===== config.mk =====
export PLATFORM = sky130hd
export DESIGN_NAME = ifu_fetch_ctrl
export DESIGN_NICKNAME = d
export VERILOG_FILES = /design/src/rtl/ifu_fetch_ctrl.sv
export SDC_FILE = /design/constraint.sdc
export NUM_CORES = 1
export LEC_CHECK = 0
export BUFFER_PORTS_ARGS = -buffer_cell sky130_fd_sc_hd__buf_2
export CAP_MARGIN = 20
export CORE_MARGIN = 4
export CORE_UTILIZATION = 50
export DETAILED_ROUTE_END_ITERATION = 10
export PLACE_DENSITY = 0.92
export SYNTH_ARGS = -nofsm -noshare
export SYNTH_HDL_FRONTEND = slang
export SYNTH_SLANG_ARGS = --single-unit

===== constraint.sdc =====
create_clock -name clk_i -period 5.4 [get_ports clk_i]
set_input_delay 0 -clock clk_i [delete_from_list [all_inputs] [get_ports clk_i]]
set_output_delay 0 -clock clk_i [all_outputs]
set_load 0.01 [all_outputs]

===== src/rtl/ifu_fetch_ctrl.sv =====
// Fetch controller: owns the PC, keeps one IF request in flight and registers a {pc, instr, flags} packet for decode.
// Request-to-packet-valid latency is 2 cycles (3 cycles per instruction); a stalled decode holds the packet and blocks new fetches.
module ifu_fetch_ctrl #(
   parameter int                  PC_WIDTH    = 32,
   parameter int                  INSTR_WIDTH = 32,
   parameter logic [PC_WIDTH-1:0] RESET_PC    = '0
) (
   input  logic                   clk_i,
   input  logic                   rst_i,
   input  logic                   flush_valid_i,
   input  logic [PC_WIDTH-1:0]    flush_pc_i,
   output logic                   if_req_valid_o,
   input  logic                   if_req_ready_i,
   output logic [PC_WIDTH-1:0]    if_req_pc_o,
   input  logic                   if_resp_valid_i,
   output logic                   if_resp_ready_o,
   input  logic                   if_resp_bus_err_i,
   input  logic [INSTR_WIDTH-1:0] if_resp_instr_i,
   output logic                   ifu_o_valid,
   input  logic                   ifu_o_ready,
   output logic [PC_WIDTH-1:0]    ifu_o_pc,
   output logic [INSTR_WIDTH-1:0] ifu_o_instr,
   output logic                   ifu_o_misalign,
   output logic                   ifu_o_bus_err
);

   typedef enum logic [1:0] {
      S_REQ  = 2'd0,
      S_WAIT = 2'd1,
      S_OUT  = 2'd2
   } state_t;

   typedef struct packed {
      logic [PC_WIDTH-1:0]    pc;
      logic [INSTR_WIDTH-1:0] instr;
      logic                   misalign;
      logic                   bus_err;
   } pkt_t;

   state_t              state_r;
   state_t              state_nxt;
   logic [PC_WIDTH-1:0] pc_r;
   logic [PC_WIDTH-1:0] pc_nxt;
   logic                drop_r;
   logic                drop_nxt;
   pkt_t                pkt_r;
   pkt_t                pkt_nxt;
   logic                pc_aligned;
   logic                req_hs;

   assign pc_aligned = (pc_r[1:0] == 2'b00);

   // Flush gates the request combinationally so a stale address is never accepted.
   assign if_req_valid_o  = !rst_i && !flush_valid_i && (state_r == S_REQ) && pc_aligned;
   assign if_req_pc_o     = pc_r;
   assign if_resp_ready_o = !rst_i && (state_r == S_WAIT);
   assign req_hs          = if_req_valid_o && if_req_ready_i;

   assign ifu_o_valid    = (state_r == S_OUT);
   assign ifu_o_pc       = pkt_r.pc;
   assign ifu_o_instr    = pkt_r.instr;
   assign ifu_o_misalign = pkt_r.misalign;
   assign ifu_o_bus_err  = pkt_r.bus_err;

   always_comb begin
      state_nxt = state_r;
      pc_nxt    = pc_r;
      drop_nxt  = drop_r;
      pkt_nxt   = pkt_r;

      if (flush_valid_i) begin
         pc_nxt = flush_pc_i;
         unique case (state_r)
            S_REQ: begin
               state_nxt = S_REQ;
            end
            S_WAIT: begin
               // A response landing in the flush cycle belongs to the old path.
               if (if_resp_valid_i) begin
                  drop_nxt  = 1'b0;
                  state_nxt = S_REQ;
               end else begin
                  drop_nxt  = 1'b1;
               end
            end
            S_OUT: begin
               state_nxt = S_REQ;
            end
            default: begin
               state_nxt = S_REQ;
            end
         endcase
      end else begin
         unique case (state_r)
            S_REQ: begin
               if (!pc_aligned) begin
                  pkt_nxt.pc       = pc_r;
                  pkt_nxt.instr    = '0;
                  pkt_nxt.misalign = 1'b1;
                  pkt_nxt.bus_err  = 1'b0;
                  state_nxt        = S_OUT;
               end else if (req_hs) begin
                  state_nxt = S_WAIT;
               end
            end
            S_WAIT: begin
               if (if_resp_valid_i) begin
                  if (drop_r) begin
                     drop_nxt  = 1'b0;
                     state_nxt = S_REQ;
                  end else begin
                     pkt_nxt.pc       = pc_r;
                     pkt_nxt.instr    = if_resp_bus_err_i ? '0 : if_resp_instr_i;
                     pkt_nxt.misalign = 1'b0;
                     pkt_nxt.bus_err  = if_resp_bus_err_i;
                     state_nxt        = S_OUT;
                  end
               end
            end
            S_OUT: begin
               if (ifu_o_ready) begin
                  pc_nxt    = pc_r + PC_WIDTH'(4);
                  state_nxt = S_REQ;
               end
            end
            default: begin
               state_nxt = S_REQ;
            end
         endcase
      end
   end

   always_ff @(posedge clk_i) begin
      if (rst_i) begin
         state_r <= S_REQ;
         pc_r    <= RESET_PC;
         drop_r  <= 1'b0;
         pkt_r   <= '0;
      end else begin
         state_r <= state_nxt;
         pc_r    <= pc_nxt;
         drop_r  <= drop_nxt;
         pkt_r   <= pkt_nxt;
      end
   end

endmodule


==> Flow_metrics.wiki, run 1 <==
{| class="wikitable"
! Metric !! Value
|-
| Sw frac || a little under a third
|-
| Cts hold-fix bufs || between 60 and 70
|-
| Deepest clock path buffer count || 2
|-
| Synthesized netlist net count || around 570
|-
| Count of cell types in the netlist || 51
|-
| CTS tree || yes
|-
| Sinks on Clock Net || 101
|-
| R2R cell count || 4
|-
| Slew at the pin closest to its max-slew limit || around 1100 ps
|-
| Normalized max-slew margin || a little over a quarter
|-
| Global placement routability congestion || ~0.84
|-
| Run status || completed
|-
| Kind of start point of the critical path || flip-flop
|-
| First-pass iteration count of the detailed router || 4
|-
| PortBufs || ~170
|-
| Netlist Area Pre-Place || approximately 4300 um2
|-
| Via count of the first global-routing pass || approximately 4.7k
|-
| Average wire per standard cell || between 15 and 20 um
|-
| I/O pins || about 170
|-
| Part of the power in the clock network || about a third
|-
| Fraction of the cycle the final worst path needs || 47.7%
|-
| Worst Setup Path Type || reg -> reg
|-
| Mapped Cells || approximately 500
|-
| Top cells by area in the synthesized netlist || sky130_fd_sc_hd__dfxtp_1 (47%), sky130_fd_sc_hd__nand2_1 (7.4%), sky130_fd_sc_hd__a22o_1 (6.5%)
|-
| Period minus WS final || 2570 ps
|-
| # placed instances || between 700 and 800
|-
| Setup repair after global routing missed its margin || no
|-
| Share of cells above drive strength 1 || between 20 and 30%
|-
| Critical register-to-register path startpoint || state_r[0]
|-
| Flip-flop and latch count after synthesis || between 100 and 150
|-
| Required arrival time at the worst endpoint || roughly 5700 ps
|-
| Origin of the worst setup path || state_r[0]
|-
| Post-CTS Setup Inserts || 0
|-
| Worst Hold Path Cells || 4
|-
| Number of H-tree branching levels || 3
|-
| Number of cells upsized or downsized after cts || 0
|-
| Worst path arrival time || ~2800 ps
|-
| Count of synthesis-stage warnings from yosys || 0
|-
| Most used flip-flop cell after synthesis || sky130_fd_sc_hd__dfxtp_1
|-
| Power Density || ~250 nW/um2
|-
| Die Height || 101 um
|-
| Worst voltage drop across the vdd grid || around 0.15 mV
|-
| Most frequent cell after synthesis || sky130_fd_sc_hd__dfxtp_1
|-
| Upper clock frequency limit || 389 MHz
|-
| Die X-Extent || 101 um
|-
| Root cell of the clock tree || sky130_fd_sc_hd__clkbuf_8
|-
| Initial core utilization || ~52%
|-
| Sequential cell area fraction in the yosys report || between 40% and 50%
|-
| Leak pwr || ~2.6 nW
|-
| Internal power contribution || ~1.1 mW
|-
| Count of unresolved DRC violations after routing || 0
|-
| Worst Min Path Start || flush_pc_i[28]
|-
| Area Growth Syn to Fin || 40.5%
|-
| Vias per std cell || 5.90
|-
| Max-Cap Viols || 0
|-
| Endpoint of the worst register-to-register path || if_req_pc_o[11]
|-
| Area share of the largest cell type after synthesis || 47.2%
|-
| Path type of the worst min-delay path || in -> reg
|-
| Final count of hold timing violations || 0
|-
| Endpoint kind of the worst setup timing path || flip-flop
|-
| Final net count || 780
|-
| Final setup violation count || 0
|-
| Wire length after detailed routing || approximately 16,000 um
|-
| Maximum number of pins on one net before global-route repair || around 70
|-
| Number of antenna violations at the first check in global routing || 0
|-
| Remaining antenna violation count || 0
|-
| Iteration-0 DRC count of the detailed router || about 410
|-
| Number of enable flip-flop cells after synthesis || 0
|-
| Largest fanout of any net on the critical path || 16
|-
| GR Overflow Total || 0
|-
| Cell type with the highest aggregate area in the netlist || sky130_fd_sc_hd__dfxtp_1
|-
| Layout Cells excl Fill || between 800 and 900
|-
| Relative contribution of sequential cells to total power || between 50 and 60%
|-
| Power share of the combinational group || roughly 14%
|-
| Placeable core region || between 8000 and 9000 um2
|-
| Total negative slack for setup checks || 0 ps
|-
| Post-synthesis area per instance || 8.64 um2
|-
| Clock-pin slew on the worst setup and hold paths || 120 ps
|-
| Global-route wire length before repair || 24,200 um
|-
| Setup slack on the worst flop-to-flop path || between 2000 and 3000 ps
|-
| FP Rows || 33
|-
| Source-to-sink clock delay at the later pin of the worst-skew pair || around 380 ps
|-
| Total half-perimeter wirelength after legalization and detailed placement || around 9400 um
|-
| Area of the die || roughly 10,000 um2
|-
| Top cell types by occurrence after synthesis || sky130_fd_sc_hd__dfxtp_1 (101), sky130_fd_sc_hd__nand2_1 (84), sky130_fd_sc_hd__a21oi_1 (38)
|-
| Proportion of synthesized flip-flops having asynchronous set or reset || 0%
|-
| Fin. max-slew vios || 0
|-
| Power dissipated by switching net loads || between 0.4 and 0.5 mW
|-
| Global routing usage summed across all routing layers || 30.3%
|-
| Total clock buffers created by CTS || 9
|-
| Min-Delay Endpoint || if_req_pc_o[28]
|-
| Number of vias in the routed layout || between 4k and 5k
|-
| Worst clock skew || about 20 ps
|}
through the flow:
stage / util, % / setup slack, ps / area [um2] / hold WS, ps / total power [mW]
5_1_grt: 72.5 / 2720 / 6020 / 61.1 / 1.58
6_report: 72.6 / 2830 / 6020 / 27.5 / 1.52
2_1_floorplan: - / 3550 / 4290 / 96.9 / 0.915
3_3_place_gp: 62.2 / 3070 / 5160 / 215 / 0.988
4_1_cts: 72.4 / 2930 / 6010 / 17.3 / 1.51
3_5_place_dp: 62.2 / 3020 / 5160 / 221 / 0.994
layout make-up:
| class | count | area (um2) |
|---|---|---|
| Antenna cell | 1 | 2.50 |
| Timing Repair Buffer | 240 | 1540 |
| Sequential cell | 101 | 2020 |
| Inverter | 6 | 22.5 |
| Multi-Input combinational cell | 350 | 2100 |
| Clock buffer | 9 | 124 |
| Fill cell | 616 | 2280 |
| Clock inverter | 7 | 81.3 |
| Tap cell | 105 | 131 |
power groups by stage:
stage | sequential [mW] | combinational (mW) | clock, mW
3_3_place_gp | 0.824 | 0.164 | 0
5_1_grt | 0.817 | 0.229 | 0.529
3_5_place_dp | 0.827 | 0.167 | 0
4_1_cts | 0.810 | 0.204 | 0.496
2_1_floorplan | 0.824 | 0.0905 | 0
6_report | 0.813 | 0.213 | 0.496
registers in the layout, indices dropped and copies added (netlist names):
register and count:
state_r 2, if_req_pc_o 32, ifu_o_misalign 1, ifu_o_bus_err 1, ifu_o_pc 32, drop_r 1, ifu_o_instr 32
critical path, stage by stage (launching register included):
cell                        delay (ps)
sky130_fd_sc_hd__dfxtp_1           450
sky130_fd_sc_hd__nand3b_2          480
sky130_fd_sc_hd__nor4_1            930
sky130_fd_sc_hd__a211oi_1          180
sky130_fd_sc_hd__a2111oi_0         380
per-layer routing:
metal / share of wire (%) / vias to the layer above / wire length [um] / GRT usage [%]
met2: 51 / 260 / 7910 / 52.0
met4: 3.2 / 0 / 495 / 11.9
met5: 0 / - / 0 / 0
met3: 8.8 / 41 / 1380 / 9.20
li1: - / 2236 / - / -
met1: 38 / 2294 / 5870 / 35.1
logic make-up after synthesis:
logic type	Yosys count	synth area share, %
compound gates	129	21.6
xor+xnor	8	1.63
fa+ha+maj	1	0.292
buf+inv	45	4.20
flops	101	47.2
mux	3	0.700
simple gates	209	24.4
cell usage in the layout (no fill, tap or decap), types with 3 or more instances in the layout:
master and count:
sky130_fd_sc_hd__a311oi_1 12, sky130_fd_sc_hd__nand4_1 14, sky130_fd_sc_hd__nor3_1 9, sky130_fd_sc_hd__buf_4 4, sky130_fd_sc_hd__and2_1 4, sky130_fd_sc_hd__dfxtp_1 101
sky130_fd_sc_hd__nor4_1 11, sky130_fd_sc_hd__nand3_1 13, sky130_fd_sc_hd__a21oi_1 38, sky130_fd_sc_hd__o31ai_1 4, sky130_fd_sc_hd__buf_2 171, sky130_fd_sc_hd__nor2b_1 9
sky130_fd_sc_hd__nand2_1 84, sky130_fd_sc_hd__a2111oi_0 3, sky130_fd_sc_hd__xnor2_1 6, sky130_fd_sc_hd__inv_1 6, sky130_fd_sc_hd__and3_1 7, sky130_fd_sc_hd__clkbuf_8 9
sky130_fd_sc_hd__a22o_1 32, sky130_fd_sc_hd__inv_6 3, sky130_fd_sc_hd__a311o_1 3, sky130_fd_sc_hd__a211oi_1 10, sky130_fd_sc_hd__or3_1 5, sky130_fd_sc_hd__o21ai_0 12
sky130_fd_sc_hd__or4_1 3, sky130_fd_sc_hd__mux2i_1 3, sky130_fd_sc_hd__dlygate4sd3_1 64, sky130_fd_sc_hd__and4_1 7, sky130_fd_sc_hd__nor2_1 30
worst max path at each step:
stage | slack [ps] | end | cells past startpoint
after floorplan | 3550 | if_req_pc_o[18] | 5
after global placement | 3070 | if_req_pc_o[11] | 4
after detailed placement | 3020 | if_req_pc_o[11] | 4
after CTS | 2930 | if_req_pc_o[11] | 4
after global routing | 2720 | if_req_pc_o[11] | 4
final | 2830 | if_req_pc_o[11] | 4
(Power assumes the default switching activity.)
==> run 2: changes to the inputs <==
- CORE_UTILIZATION: 50 -> 44
- PLACE_DENSITY: 0.92 -> 0.87
- clock period: 5.4 -> 2.2 ns (I/O delays scaled with it)
==> Flow_metrics.wiki, run 2 (synthesized netlist as in run 1, its figures left out) <==
{| class="wikitable"
! Metric !! Value
|-
| Run status || completed
|-
| Area occupied by multi-input gates || 2110 um2 (+0.60%)
|-
| Worst path arrival time || 2350 ps (-470 ps)
|-
| Normalized max-slew margin || 63.7% (+37 points)
|-
| FF+latch area || 2020 um2 (unchanged)
|-
| Deepest clock path buffer count || 2 (unchanged)
|-
| Placeable core region || 9370 um2 (+13%)
|-
| Count of unresolved DRC violations after routing || 0 (unchanged)
|-
| GR Util met1 || 30.1% (-5.0 points)
|-
| Final net count || 793 (+1.7%)
|-
| Required arrival time at the worst endpoint || 2480 ps (-3170 ps)
|-
| Upper clock frequency limit || 484 MHz (+25%)
|-
| I/O pins || 172 (unchanged)
|-
| Via count of the first global-routing pass || 4,657 (-0.75%)
|-
| Remaining antenna violation count || 0 (unchanged)
|-
| Worst path top cell family by delay || simple AND/OR/NAND/NOR gates
|-
| Number of antenna violations at the first check in global routing || 0 (unchanged)
|-
| Worst Setup Path Type || reg -> reg
|-
| Power Density || 610 nW/um2 (+140%)
|-
| Share of cells above drive strength 1 || 29.3% (+1.4 points)
|-
| Source-to-sink clock delay at the later pin of the worst-skew pair || 370 ps (about the same)
|-
| Number of H-tree branching levels || 3 (unchanged)
|-
| Commonest non-fill, non-tap cells in the layout || sky130_fd_sc_hd__buf_2 (171), sky130_fd_sc_hd__dfxtp_1 (101), sky130_fd_sc_hd__nand2_1 (84), sky130_fd_sc_hd__dlygate4sd3_1 (64), sky130_fd_sc_hd__a21oi_1 (38)
|-
| Crit-path slowest cell || sky130_fd_sc_hd__or4_1
|-
| Global-route wire length before repair || 23,000 um (-4.9%)
|-
| Vias per std cell || 5.60 (-5.1%)
|-
| Die X-Extent || 107 um (+6.1%)
|-
| Power after layout || 3.76 mW (+150%)
|-
| Final-layout worst hold slack || 73.2 ps (+45.6 ps)
|-
| Number of buffers and inverters on the critical path || 0 (unchanged)
|-
| Largest fanout of any net on the critical path || 10 (-6)
|-
| FP Rows || 35 (+6.1%)
|-
| GR Overflow Total || 0 (unchanged)
|-
| Leak pwr || 2.67 nW (+2.4%)
|-
| Iteration-0 DRC count of the detailed router || 424 (+3.9%)
|-
| Period minus WS final || 2070 ps (-508 ps)
|-
| Final count of hold timing violations || 0 (unchanged)
|-
| Wire length after detailed routing || 14,800 um (-5.5%)
|-
| Global routing usage summed across all routing layers || 25.0% (-5.3 points)
|-
| Root cell of the clock tree || sky130_fd_sc_hd__clkbuf_8
|-
| Total half-perimeter wirelength after legalization and detailed placement || 9870 um (+5.1%)
|-
| Fin. max-slew vios || 0 (unchanged)
|-
| Endpoint kind of the worst setup timing path || flip-flop
|-
| Final setup violation count || 0 (unchanged)
|-
| CTS tree || yes
|-
| Delay of the slowest critical-path stage || 580 ps (-350 ps)
|-
| Post-CTS Setup Inserts || 0 (unchanged)
|-
| Met3 capacity usage during global routing || 4.03% (-5.2 points)
|-
| Chain of cells forming the critical path || and3_2, nand4_1, or4_1, a311oi_1
|-
| Layout Cells excl Fill || 855 (+4.4%)
|-
| Area of the die || 11,400 um2 (+13%)
|-
| PortBufs || 171 (unchanged)
|-
| Die Height || 107 um (+6.1%)
|-
| First-pass iteration count of the detailed router || 6 (+2)
|-
| Total negative slack for setup checks || 0 ps (unchanged)
|-
| Fraction of the cycle the final worst path needs || 93.9% (+46 points)
|-
| Global routing usage on met2 || 44.0% (-8.0 points)
|-
| Total clock buffers created by CTS || 9 (unchanged)
|-
| FILL cells || 765 (+24%)
|-
| Kind of start point of the critical path || flip-flop
|-
| Initial core utilization || 45.8% (-5.9 points)
|-
| Setup repair after global routing missed its margin || no
|-
| Path type of the worst min-delay path || in -> reg
|-
| Max-Cap Viols || 0 (unchanged)
|-
| Diodes inserted || 0 (-1)
|-
| Global placement routability congestion || 0.855 (+2.4%)
|-
| # placed instances || 774 (+5.0%)
|-
| Number of vias in the routed layout || 4,787 (-0.91%)
|-
| Area Growth Syn to Fin || 43.7%
|-
| GRT Max-Usage Layer || met2
|-
| Most common cell after layout, fill and taps aside || sky130_fd_sc_hd__buf_2
|-
| Sinks on Clock Net || 101 (unchanged)
|-
| Maximum number of pins on one net before global-route repair || 47 (-32%)
|-
| Slew at the pin closest to its max-slew limit || 545 ps (-555 ps)
|-
| Worst clock skew || 8.25 ps (-11.4 ps)
|-
| Clock-pin slew on the worst setup and hold paths || 100 ps (-20 ps)
|-
| Average wire per standard cell || 17.3 um (-9.5%)
|-
| Worst voltage drop across the vdd grid || 0.393 mV (+160%)
|}
run 2: changes by cell type in the layout (fill, tap and decap cells not counted), moves of 2 or more:
| cell | previous run | this run |
|---|---|---|
| sky130_fd_sc_hd__inv_8 | 2 | 0 |
| sky130_fd_sc_hd__clkinv_4 | 0 | 2 |
| sky130_fd_sc_hd__inv_6 | 3 | 1 |
| sky130_fd_sc_hd__clkinvlp_4 | 0 | 2 |
| sky130_fd_sc_hd__buf_4 | 4 | 17 |
run 2: worst register-to-register path: stages, from the launching register on:
cell                       delay, ps
sky130_fd_sc_hd__dfxtp_1         510
sky130_fd_sc_hd__and3_2          280
sky130_fd_sc_hd__nand4_1         360
sky130_fd_sc_hd__or4_1           590
sky130_fd_sc_hd__a311oi_1        250
run 2: metrics by stage:
step | setup slack (ps) | cell area (um2) | util (%)
final | 135 | 6160 | 65.7
after floorplan | 347 | 4290 | -
after detailed placement | 93.9 | 5300 | 56.5
after global routing | 38.4 | 6160 | 65.7
after CTS | 65.8 | 6140 | 65.6
after global placement | 246 | 5300 | 56.5
run 2: repair_timing:
item,CTS,global route
hold endpoints to repair,65,0
resized for setup,0,1
hold buffers,64,0
setup endpoints to repair,0,2
run 2: final cells by class:
| type | count | share of cell area [%] |
|---|---|---|
| clock buffers | 10 | 2.23 |
| clock inverters | 6 | 1.16 |
| inverters | 6 | 0.366 |
| multi-input cells | 350 | 34.3 |
| flip-flops and latches | 101 | 32.8 |
| well taps | 129 | 2.62 |
| repair buffers | 253 | 26.5 |
run 2: path summary, 6_finish.rpt:
| check | start | endpoint | slack, ps | cells after the start |
|---|---|---|---|---|
| setup reg to reg | if_req_pc_o[7] | if_req_pc_o[19] | 130 | 4 |
| hold / removal | flush_pc_i[28] | if_req_pc_o[28] | 70 | 4 |
| setup / recovery | if_req_pc_o[7] | if_req_pc_o[19] | 130 | 4 |
| hold reg to reg | ifu_o_bus_err | ifu_o_bus_err | 460 | 2 |
run 2: power by group:
part | leakage, nW | internal (mW) | switching (mW) | total, mW
combinational | 1.75 | 0.261 | 0.278 | 0.539
sequential | 0.823 | 1.89 | 0.0943 | 1.99
clock | 0.0991 | 0.565 | 0.667 | 1.23
run 2: routing by layer:
layer | part of all wire [%] | vias to the layer above
met2 | 51 | 218
met1 | 39 | 2264
met4 | 2.9 | 0
met3 | 6.8 | 41
met5 | 0 | -
li1 | - | 2264
==> run 3: changes to the inputs <==
- ABC_AREA: default -> 1
- CORE_UTILIZATION: 44 -> 50
- PLACE_DENSITY: 0.87 -> 0.91
- clock period: 2.2 -> 2.65 ns (I/O delays scaled with it)
==> Flow_metrics.wiki, run 3 <==
{| class="wikitable"
! Metric !! Value
|-
| Run status || completed
|-
| Worst voltage drop across the vdd grid || 0.351 mV (-11%)
|-
| Number of H-tree branching levels || 3 (unchanged)
|-
| First-pass iteration count of the detailed router || 5 (-1)
|-
| Number of vias in the routed layout || 5,494 (+15%)
|-
| Period minus WS final || 1770 ps (-295 ps)
|-
| Number of cells upsized or downsized after cts || 0 (unchanged)
|-
| Remaining antenna violation count || 0 (unchanged)
|-
| Fraction of the cycle the final worst path needs || 66.8% (-27 points)
|-
| Part of the power in the clock network || 28.1% (-4.7 points)
|-
| Mapped Cells || 703 (+42%)
|-
| Wire length after detailed routing || 15,400 um (+3.9%)
|-
| Kind of start point of the critical path || flip-flop
|-
| Post-CTS Setup Inserts || 0 (unchanged)
|-
| Most common cell after layout, fill and taps aside || sky130_fd_sc_hd__nand2_1
|-
| Internal power contribution || 2.19 mW (-19%)
|-
| Number of enable flip-flop cells after synthesis || 0 (unchanged)
|-
| Slew at the pin closest to its max-slew limit || 670 ps (+125 ps)
|-
| FP Rows || 35 (unchanged)
|-
| Share of cells above drive strength 1 || 22.9% (-6.4 points)
|-
| Placed Instance Area || 5630 um2 (+6.2%)
|-
| Final net count || 983 (+24%)
|-
| Power dissipated by switching net loads || 0.940 mW (-9.5%)
|-
| I/O pins || 172 (unchanged)
|-
| Maximum number of pins on one net before global-route repair || 61 (+30%)
|-
| Sequential cell area fraction in the yosys report || 42.6% (-4.6 points)
|-
| Sinks on Clock Net || 101 (unchanged)
|-
| Netlist Area Pre-Place || 4750 um2 (+11%)
|-
| Path type of the worst min-delay path || in -> reg
|-
| Root cell of the clock tree || sky130_fd_sc_hd__clkbuf_8
|-
| GR Overflow Total || 0 (unchanged)
|-
| Clock-pin slew on the worst setup and hold paths || 100 ps (about the same)
|-
| Diodes inserted || 0 (unchanged)
|-
| Area Growth Syn to Fin || 34.4%
|-
| Required arrival time at the worst endpoint || 2880 ps (+400 ps)
|-
| Placeable core region || 9240 um2 (-1.4%)
|-
| Power share of the combinational group || 18.2% (+3.8 points)
|-
| Final setup violation count || 0 (unchanged)
|-
| Post-synthesis area per instance || 6.75 um2 (-22%)
|-
| CTS tree || yes
|-
| Proportion of synthesized flip-flops having asynchronous set or reset || 0% (unchanged)
|-
| Commonest non-fill, non-tap cells in the layout || sky130_fd_sc_hd__nand2_1 (175), sky130_fd_sc_hd__buf_2 (171), sky130_fd_sc_hd__nor2_1 (111), sky130_fd_sc_hd__dfxtp_1 (101), sky130_fd_sc_hd__nand3_1 (82)
|-
| Normalized max-slew margin || 55.3% (-8.3 points)
|-
| Area of the die || 11,100 um2 (-2.4%)
|-
| Worst clock skew || 13.7 ps (+5.43 ps)
|-
| Upper clock frequency limit || 565 MHz (+17%)
|-
| Global-route wire length before repair || 25,100 um (+9.3%)
|-
| Count of cell types in the netlist || 26 (-49%)
|-
| Leak pwr || 2.77 nW (+3.7%)
|-
| Average wire per standard cell || 14.7 um (-15%)
|-
| Source-to-sink clock delay at the later pin of the worst-skew pair || 360 ps (about the same)
|-
| Count of synthesis-stage warnings from yosys || 0 (unchanged)
|-
| Largest fanout of any net on the critical path || 5 (-5)
|-
| Setup repair after global routing missed its margin || no
|-
| Endpoint kind of the worst setup timing path || flip-flop
|-
| Synthesized netlist net count || 775 (+36%)
|-
| Most frequent cell after synthesis || sky130_fd_sc_hd__nand2_1
|-
| Sw frac || 30.0% (+2.4 points)
|-
| Global placement routability congestion || 0.942 (+10%)
|-
| Deepest clock path buffer count || 2 (unchanged)
|-
| Total negative slack for setup checks || 0 ps (unchanged)
|-
| Die Height || 105 um (-1.2%)
|-
| Initial core utilization || 51.4% (+5.6 points)
|-
| Most used flip-flop cell after synthesis || sky130_fd_sc_hd__dfxtp_1
|-
| Fin. max-slew vios || 0 (unchanged)
|-
| Cts hold-fix bufs || 56 (-13%)
|-
| Final count of hold timing violations || 0 (unchanged)
|-
| Worst Setup Path Type || reg -> reg
|-
| Number of antenna violations at the first check in global routing || 0 (unchanged)
|-
| Worst path arrival time || 2000 ps (-350 ps)
|-
| Vias per std cell || 5.26 (-6.1%)
|-
| Iteration-0 DRC count of the detailed router || 431 (+1.7%)
|-
| Flip-flop and latch count after synthesis || 101 (unchanged)
|-
| Max-Cap Viols || 0 (unchanged)
|-
| PortBufs || 171 (unchanged)
|-
| Die X-Extent || 105 um (-1.2%)
|-
| Via count of the first global-routing pass || 5,086 (+9.2%)
|-
| Top cell types by occurrence after synthesis || sky130_fd_sc_hd__nand2_1 (175), sky130_fd_sc_hd__nor2_1 (111), sky130_fd_sc_hd__dfxtp_1 (101)
|-
| Relative contribution of sequential cells to total power || 53.7% (+0.8 points)
|-
| Area share of the largest cell type after synthesis || 42.6% (-4.6 points)
|-
| Power Density || 490 nW/um2 (-20%)
|-
| Global routing usage summed across all routing layers || 27.4% (+2.4 points)
|-
| Area of all placed cells without fillers || 6380 um2 (+3.6%)
|-
| Top cells by area in the synthesized netlist || sky130_fd_sc_hd__dfxtp_1 (43%), sky130_fd_sc_hd__nand2_1 (14%), sky130_fd_sc_hd__nor2_1 (8.8%)
|-
| Total clock buffers created by CTS || 9 (unchanged)
|-
| Count of unresolved DRC violations after routing || 0 (unchanged)
|-
| Cell type with the highest aggregate area in the netlist || sky130_fd_sc_hd__dfxtp_1
|-
| Total half-perimeter wirelength after legalization and detailed placement || 10,100 um (+2.8%)
|}
==> run 3: kinds of logic (layout without fill, tap and decap cells) <==
family / count (synthesis) / after routing / share of synthesized area (%)
AOI/OAI and AO/OA: 124 / 124 / 13.9
adders and majority gates: 1 / 1 / 0.264
buffers and inverters: 83 / 296 / 7.85
DFF: 101 / 101 / 42.6
and+or+nand+nor: 394 / 394 / 35.4
==> run 3: worst max-delay path, stage by stage (launching register included) <==
cell and delay [ps]:
sky130_fd_sc_hd__dfxtp_1 430, sky130_fd_sc_hd__ha_1 200, sky130_fd_sc_hd__nand2_1 70, sky130_fd_sc_hd__nor2_1 220, sky130_fd_sc_hd__nand2_1 170, sky130_fd_sc_hd__nor2_4 210, sky130_fd_sc_hd__nand2_1 70, sky130_fd_sc_hd__nand2_1 60
sky130_fd_sc_hd__nand3_1 70, sky130_fd_sc_hd__nand2_1 80, sky130_fd_sc_hd__a21oi_1 50
==> run 3: area by class of cell <==
class	instances	area, um2
Multi-Input combinational cell	519	2350
Timing Repair Buffer	235	1510
Tap cell	129	161
Clock inverter	5	35.0
Inverter	45	169
Clock buffer	11	131
Fill cell	801	2860
Sequential cell	101	2020
==> run 3: final timing paths <==
| path | startpoint | to | slack, ps | depth (start not counted) |
|---|---|---|---|---|
| max | if_req_pc_o[2] | if_req_pc_o[26] | 880 | 10 |
| min | flush_pc_i[23] | if_req_pc_o[23] | 10 | 5 |
| max reg2reg | if_req_pc_o[2] | if_req_pc_o[26] | 880 | 10 |
| min reg2reg | ifu_o_instr[12] | ifu_o_instr[12] | 470 | 2 |
==> run 3: through the flow <==
step / setup WS [ps] / instances / util, % / power [mW] / hold WS [ps]
4_1_cts: 872 / 1044 / 68.7 / 3.13 / 1.67
5_1_grt: 657 / 1045 / 69.0 / 3.28 / 30.5
3_3_place_gp: 946 / 972 / 60.9 / 2.19 / 209
6_report: 880 / 1045 / 69.0 / 3.13 / 14.5
2_1_floorplan: 1160 / 703 / - / 2.00 / 104
3_5_place_dp: 902 / 972 / 60.9 / 2.20 / 207
==> run 3: power groups by stage <==
stage	clock, mW	combinational (mW)	sequential (mW)
5_1_grt	0.956	0.635	1.69
2_1_floorplan	0	0.268	1.73
3_3_place_gp	0	0.483	1.71
4_1_cts	0.891	0.559	1.68
3_5_place_dp	0	0.493	1.71
6_report	0.879	0.570	1.68
==> run 3: routing by layer <==
metal	up-vias	share of wire (%)	track usage [%]
met4	0	3.4	10.0
met5	-	0	0
li1	2704	-	-
met3	48	8.2	5.76
met1	2466	41	35.2
met2	276	48	45.3
